$ cat config.mk
export PLATFORM = sky130hd
export DESIGN_NAME = csr_exec_unit
export DESIGN_NICKNAME = d
export VERILOG_FILES = /design/src/rtl/csr_pkg.sv /design/src/rtl/csr_counter64.sv /design/src/rtl/csr_exec_unit.sv
export SDC_FILE = /design/constraint.sdc
export NUM_CORES = 1
export LEC_CHECK = 0
export ABC_AREA = 1
export CAP_MARGIN = 20
export CORE_ASPECT_RATIO = 2
export CORE_MARGIN = 3
export CORE_UTILIZATION = 40
export DETAILED_ROUTE_END_ITERATION = 16
export GPL_ROUTABILITY_DRIVEN = 0
export PLACE_DENSITY = 0.8
export SLEW_MARGIN = 20
export SYNTH_ARGS = -nofsm -noshare
export SYNTH_HDL_FRONTEND = slang
export SYNTH_SLANG_ARGS = --single-unit
$ cat constraint.sdc
create_clock -name clk -period 2.2 [get_ports clk]
set_input_delay 0.44 -clock clk [delete_from_list [all_inputs] [get_ports clk]]
set_output_delay 0.44 -clock clk [all_outputs]
set_load 0.05 [all_outputs]
$ cat src/rtl/csr_pkg.sv
// Shared CSR definitions: funct3 op encodings, operation decode, counter addresses, read-only prefix.
package csr_pkg;

  localparam int CSR_ADDR_W = 12;

  typedef enum logic [1:0] {
    CSR_OP_NONE = 2'b00,
    CSR_OP_RW   = 2'b01,
    CSR_OP_RS   = 2'b10,
    CSR_OP_RC   = 2'b11
  } csr_op_e;

  localparam logic [2:0] F3_CSRRW  = 3'b001;
  localparam logic [2:0] F3_CSRRS  = 3'b010;
  localparam logic [2:0] F3_CSRRC  = 3'b011;
  localparam logic [2:0] F3_CSRRWI = 3'b101;
  localparam logic [2:0] F3_CSRRSI = 3'b110;
  localparam logic [2:0] F3_CSRRCI = 3'b111;

  // Addresses whose top two bits match this prefix are read-only.
  localparam logic [1:0] CSR_RO_PREFIX = 2'b11;

  localparam logic [CSR_ADDR_W-1:0] CSR_MCYCLE    = 12'hB00;
  localparam logic [CSR_ADDR_W-1:0] CSR_MCYCLEH   = 12'hB80;
  localparam logic [CSR_ADDR_W-1:0] CSR_MINSTRET  = 12'hB02;
  localparam logic [CSR_ADDR_W-1:0] CSR_MINSTRETH = 12'hB82;
  localparam logic [CSR_ADDR_W-1:0] CSR_CYCLE     = 12'hC00;
  localparam logic [CSR_ADDR_W-1:0] CSR_CYCLEH    = 12'hC80;
  localparam logic [CSR_ADDR_W-1:0] CSR_INSTRET   = 12'hC02;
  localparam logic [CSR_ADDR_W-1:0] CSR_INSTRETH  = 12'hC82;

  function automatic csr_op_e decode_op(input logic [2:0] funct3);
    case (funct3)
      F3_CSRRW, F3_CSRRWI: decode_op = CSR_OP_RW;
      F3_CSRRS, F3_CSRRSI: decode_op = CSR_OP_RS;
      F3_CSRRC, F3_CSRRCI: decode_op = CSR_OP_RC;
      default:             decode_op = CSR_OP_NONE;
    endcase
  endfunction

endpackage

$ cat src/rtl/csr_counter64.sv
// Free-running hardware counter split into two CSR-visible halves; a half write
// replaces that half of the incremented value at the same edge.
module csr_counter64 #(
  parameter int DATA_W = 32,
  parameter int CNT_W  = 64
) (
  input  logic              clk,
  input  logic              rst,
  input  logic              inc,
  input  logic              wr_lo,
  input  logic              wr_hi,
  input  logic [DATA_W-1:0] wdata,
  output logic [CNT_W-1:0]  value
);

  logic [CNT_W-1:0] value_q, value_d;

  always_comb begin
    // NOTE: every always_comb output gets a full default first so no path can infer a latch.
    value_d = value_q + CNT_W'(inc);
    if (wr_lo) value_d[DATA_W-1:0]     = wdata;
    if (wr_hi) value_d[CNT_W-1:DATA_W] = wdata;
  end

  // NOTE: state registers use non-blocking assignments so every flop samples pre-edge values.
  always_ff @(posedge clk or negedge rst) begin
    if (!rst) value_q <= '0;
    else      value_q <= value_d;
  end

  assign value = value_q;

endmodule

$ cat src/rtl/csr_exec_unit.sv
// Execute-stage CSR unit: decode, read-modify-write, forwarding and a registered write pulse.
// Define CSR_HW_COUNTERS_EN to add the mcycle/minstret counters and their read-only mirrors.
module csr_exec_unit
  import csr_pkg::*;
#(
  parameter int DATA_W = 32,
  parameter int ADDR_W = CSR_ADDR_W,
  parameter int CNT_W  = 64
) (
  input  logic              clk,
  input  logic              rst,
  input  logic              ex_valid,
  input  logic              ex_stall,
  input  logic              ex_flush,
  input  logic [2:0]        ex_funct3,
  input  logic [ADDR_W-1:0] ex_csr_addr,
  input  logic [4:0]        ex_rs1_idx,
  input  logic [DATA_W-1:0] ex_rs1_data,
  input  logic              instr_retire,
  output logic [ADDR_W-1:0] csr_rd_addr,
  input  logic [DATA_W-1:0] csr_rd_data,
  output logic [DATA_W-1:0] csr_old_value,
  output logic              illegal_csr,
  output logic              csr_write_en,
  output logic [ADDR_W-1:0] csr_wb_addr,
  output logic [DATA_W-1:0] csr_wb_data
);

  csr_op_e           op;
  logic [DATA_W-1:0] src, old_val, new_val;
  logic              wr_req, fwd_hit, issue;

  logic              csr_write_en_q, csr_write_en_d;
  logic [ADDR_W-1:0] csr_wb_addr_q, csr_wb_addr_d;
  logic [DATA_W-1:0] csr_wb_data_q, csr_wb_data_d;

  logic              cnt_hit;
  logic [DATA_W-1:0] cnt_rdata;

`ifdef CSR_HW_COUNTERS_EN
  logic [CNT_W-1:0] mcycle, minstret;

  csr_counter64 #(.DATA_W(DATA_W), .CNT_W(CNT_W)) u_mcycle (
    .clk   (clk),
    .rst   (rst),
    .inc   (1'b1),
    .wr_lo (csr_write_en_q && csr_wb_addr_q == CSR_MCYCLE),
    .wr_hi (csr_write_en_q && csr_wb_addr_q == CSR_MCYCLEH),
    .wdata (csr_wb_data_q),
    .value (mcycle)
  );

  csr_counter64 #(.DATA_W(DATA_W), .CNT_W(CNT_W)) u_minstret (
    .clk   (clk),
    .rst   (rst),
    .inc   (instr_retire),
    .wr_lo (csr_write_en_q && csr_wb_addr_q == CSR_MINSTRET),
    .wr_hi (csr_write_en_q && csr_wb_addr_q == CSR_MINSTRETH),
    .wdata (csr_wb_data_q),
    .value (minstret)
  );

  always_comb begin
    cnt_hit   = 1'b1;
    cnt_rdata = '0;
    case (ex_csr_addr)
      CSR_MCYCLE,    CSR_CYCLE:    cnt_rdata = mcycle[DATA_W-1:0];
      CSR_MCYCLEH,   CSR_CYCLEH:   cnt_rdata = mcycle[CNT_W-1:DATA_W];
      CSR_MINSTRET,  CSR_INSTRET:  cnt_rdata = minstret[DATA_W-1:0];
      CSR_MINSTRETH, CSR_INSTRETH: cnt_rdata = minstret[CNT_W-1:DATA_W];
      default:                     cnt_hit   = 1'b0;
    endcase
  end
`else
  logic unused_retire;
  assign unused_retire = instr_retire;
  assign cnt_hit       = 1'b0;
  assign cnt_rdata     = '0;
`endif

  always_comb begin
    op     = decode_op(ex_funct3);
    src    = ex_funct3[2] ? DATA_W'(ex_rs1_idx) : ex_rs1_data;
    wr_req = (op == CSR_OP_RW) || ((op != CSR_OP_NONE) && (ex_rs1_idx != 5'd0));

    illegal_csr = ex_valid && ((op == CSR_OP_NONE) ||
                  (wr_req && ex_csr_addr[ADDR_W-1 -: 2] == CSR_RO_PREFIX));

    // A write still in flight to the file is newer than anything the file returns.
    fwd_hit = csr_write_en_q && (csr_wb_addr_q == ex_csr_addr);
    if (fwd_hit)      old_val = csr_wb_data_q;
    else if (cnt_hit) old_val = cnt_rdata;
    else              old_val = csr_rd_data;

    case (op)
      CSR_OP_RS: new_val = old_val | src;
      CSR_OP_RC: new_val = old_val & ~src;
      default:   new_val = src;
    endcase

    issue          = ex_valid && !ex_stall && !ex_flush && wr_req && !illegal_csr;
    csr_write_en_d = issue;
    csr_wb_addr_d  = issue ? ex_csr_addr : csr_wb_addr_q;
    csr_wb_data_d  = issue ? new_val     : csr_wb_data_q;
  end

  always_ff @(posedge clk or negedge rst) begin
    if (!rst) begin
      csr_write_en_q <= 1'b0;
      csr_wb_addr_q  <= '0;
      csr_wb_data_q  <= '0;
    end else begin
      csr_write_en_q <= csr_write_en_d;
      csr_wb_addr_q  <= csr_wb_addr_d;
      csr_wb_data_q  <= csr_wb_data_d;
    end
  end

  assign csr_rd_addr   = ex_csr_addr;
  assign csr_old_value = old_val;
  assign csr_write_en  = csr_write_en_q;
  assign csr_wb_addr   = csr_wb_addr_q;
  assign csr_wb_data   = csr_wb_data_q;

endmodule

==> summary.md <==
| Metric | Value |
|---|---|
| IO Pins | 180 |
| Post-DP Area | around 6200 um2 |
| Outcome | complete, but fails checks |
| Final Hold Fails | 0 |
| Fill cell count | approximately 520 |
| Min Tclk post-route | 2.359 ns |
| Critical path's largest stage delay | 0.44 ns |
| Core area | slightly below 9000 um2 |
| Vias in the first global route | 5255 |
| Cell Area, Synth | 3566 um2 |
| Total CTS buffers | 5 |
| Peak VDD IR | 0.5205 mV |
| Pin count of the biggest net entering global routing | 55 |
| WP depth | 9 |
| Final worst setup slack | -0.1593 ns |
| Mapped Cells | about 560 |
| CTS hold repair buffers | 0 |
| Max Fclk | 0.4239 GHz |
| Setup crit start | csr_wb_addr[9] |
| Synth top area cells | dfrtp_1, nand2_1, inv_1 |
| Max-cap violations | 0 |
| Final setup viols | 33 |
| Synth Flop Type | dfrtp_1 |
| Initial DRC Count | 242 |
| Clk Latency, worst-skew pair | 0.29 ns |
| Synth Warn # | 0 |
| Clock transition at path regs | roughly 0.060 ns |
| Die Footprint | 10150 um2 |
| First-pass GRT wire length | between 20000 and 25000 um |
| Fin Setup TNS | -3.957 ns |
| Worst Path Arrival | about 1.9 ns |
| CP endpoint kind | output port |
| Reg-to-reg endpoint | csr_wb_data[30] |
| Worst Setup Start Kind | flop |
| Clk root buf | clkbuf_16 |
| Synth-to-layout area growth | 97.33% |
| Crit-path cells | nand2_2, nand2_1, nor2_1, nand2_1, nor2_4, buf_6, nand3_1, and2_4, buf_12 |
| Most Used Layer, Global Route | met2 |
| Cell mode on critical path | nand2_1 |
| Via density | 5.361 |
| Critical path buffers and inverters | 2 |
| Sink Count | 45 |
| Total power draw | 0.004494 W |
| Drt wl/cell | 17.30 um |
| Die W | 72.77 um |
| Antenna viol nets, final | 0 |
| Delay-heaviest family, CP | simple AND/OR/NAND/NOR gates |
| Average instance area after synthesis | 6.345 um2 |
| Initial antenna violation count | 1 |
| Post-synth EDFFs | 0 |
| Tcrit/Tclk final | 107.2% |
| DRC viols | 0 |
| # rows | 48 |
| M1 GR Usage | 29.08% |
| FF-to-FF setup slack | -0.08 ns |
| Routing usage on met2 | 57.05% |
| Register area share after synthesis | 31.58% |
| Buffers added on ports | 178 |
| Met3 Usage GRT | 4.700% |
| Post-synth top area share | around a third |
| Worst hold path class | in -> async |
| GRT Residual Overflow | 0 |
| Final net count | 882 |
| Skew final | 0.008210 ns |
| Die H | about 140 um |
| Most common cell after layout, fill and taps aside | clkdlybuf4s50_1 |
| Worst Reg-to-Reg Cells | 16 |
| Slew headroom | 60.52% |
| CP max FO | 7 |
| CP endpoint | csr_old_value[12] |
| Initial DRT Pass Iterations | 4 |
| Slowest cell on crit path | dfrtp_2 |
| FF+latch count, synth | 45 |
| Synth cell types | 24 |
| Synth area leader | dfrtp_1 |
| Dpl hpwl | 10480 um |
| FFs w/ async S/R, synth | between 90% and 100% |
| TritonCTS clock tree | done |
| Layout cells sized above 1 | 34.93% |
| Aggregate global-route resource usage | 30.60% |
| Initial core utilization | between 40% and 50% |
| CP Class | reg -> out |
| Clk buf depth | 2 |
| Worst-Margin Slew | roughly 0.59 ns |
| Synthesized Nets | roughly 650 |
| Leakage | between 3 and 4 nW |
| Final Max Slew Viols | 0 |
| Most frequent cells in the layout | clkdlybuf4s50_1, inv_1, nand2_1, buf_4, buf_12 |
| Design Area, Final | ~7000 um2 |
| Required @ worst endpoint | 1.76 ns |
| Drt total wl | 15470 um |
| RSZ-0062 raised after global routing | yes |
| Via count | 4793 |
| RR Startpoint | csr_wb_addr[6] |
| CTS H-tree lvls | 2 |
| Failing checks | negative setup slack |
| PD cells | 638.7 nW/um2 |
## power by group
part	total [W]	switching, W	internal (W)	leakage (nW)
clock	0.000762	0.000308	0.000454	0.0712
combinational	0.00257	0.00156	0.00101	2.94
sequential	0.00116	0.000140	0.00102	0.501
total	0.00449	0.00201	0.00248	3.51
## cells by family (layout without fill, tap and decap cells)
logic type	Yosys count	in the layout	synth area share [%]
AOI/OAI and AO/OA	107	107	17.37
other	0	1	0
muxes	3	3	0.8421
DFF	45	45	31.58
and+or+nand+nor	253	253	31.97
buffers and inverters	154	385	18.25
## stage by stage
stage | hold WS (ns) | setup WS (ns) | cells | utilization [%]
floorplan | 0.1444 | 0.02669 | 562 | -
global placement | 0.4417 | -0.6056 | 858 | 72.09
detailed placement | 0.4556 | -0.5592 | 858 | 72.09
CTS | 0.1450 | -0.1481 | 893 | 80.71
global route | 0.1543 | -0.2813 | 894 | 81.37
finish | 0.1402 | -0.1593 | 894 | 81.37
## cell type report
type	count	area (um2)	share of cell area, %
Antenna cell	1	2.502	0.03556
Clock buffer	8	146.4	2.080
Inverter	112	420.4	5.974
Multi-Input combinational cell	363	2167	30.80
Sequential cell	45	1141	16.22
Tap cell	100	125.1	1.778
Timing Repair Buffer	265	3034	43.12
## synth_stat cells, drive strengths merged, types with 3 or more instances
master,n
nand2,128
inv,112
nand3,66
a21oi,45
dfrtp,45
and2,32
buf,30
a31oi,27
nor2,22
a21boi,20
o21ai,15
clkbuf,12
mux2i,3
nand4,3
## per-layer routing
layer | wire [um] | vias up | share of wire, %
met5 | 0 | - | 0
met4 | 973 | 0 | 6.3
met3 | 804 | 69 | 5.2
met2 | 8882 | 210 | 57
met1 | 4804 | 2300 | 31
li1 | - | 2214 | -
## registers in the layout (all words and copies together) (netlist names)
name          flops
csr_wb_data      32
csr_wb_addr      12
csr_write_en      1
## how the worst min path moves through the flow
| stage | startpoint | endpoint | depth (start not counted) |
|---|---|---|---|
| final | rst | csr_wb_data[22] | 1 |
| after global routing | rst | csr_wb_data[15] | 1 |
| after CTS | rst | csr_wb_data[7] | 1 |
| after detailed placement | rst | csr_wb_data[15] | 1 |
| after global placement | rst | csr_wb_data[15] | 1 |
| after floorplan | rst | csr_wb_addr[0] | 0 |
## timing repair
item	CTS	global route
cloned	4	0
resized for setup	136	29
hold endpoints to repair	0	0
buffers inserted	23	2
pin swaps	40	10
endpoints found under the setup margin	32	33
No activity file was read; power rests on OpenSTA's default activity.
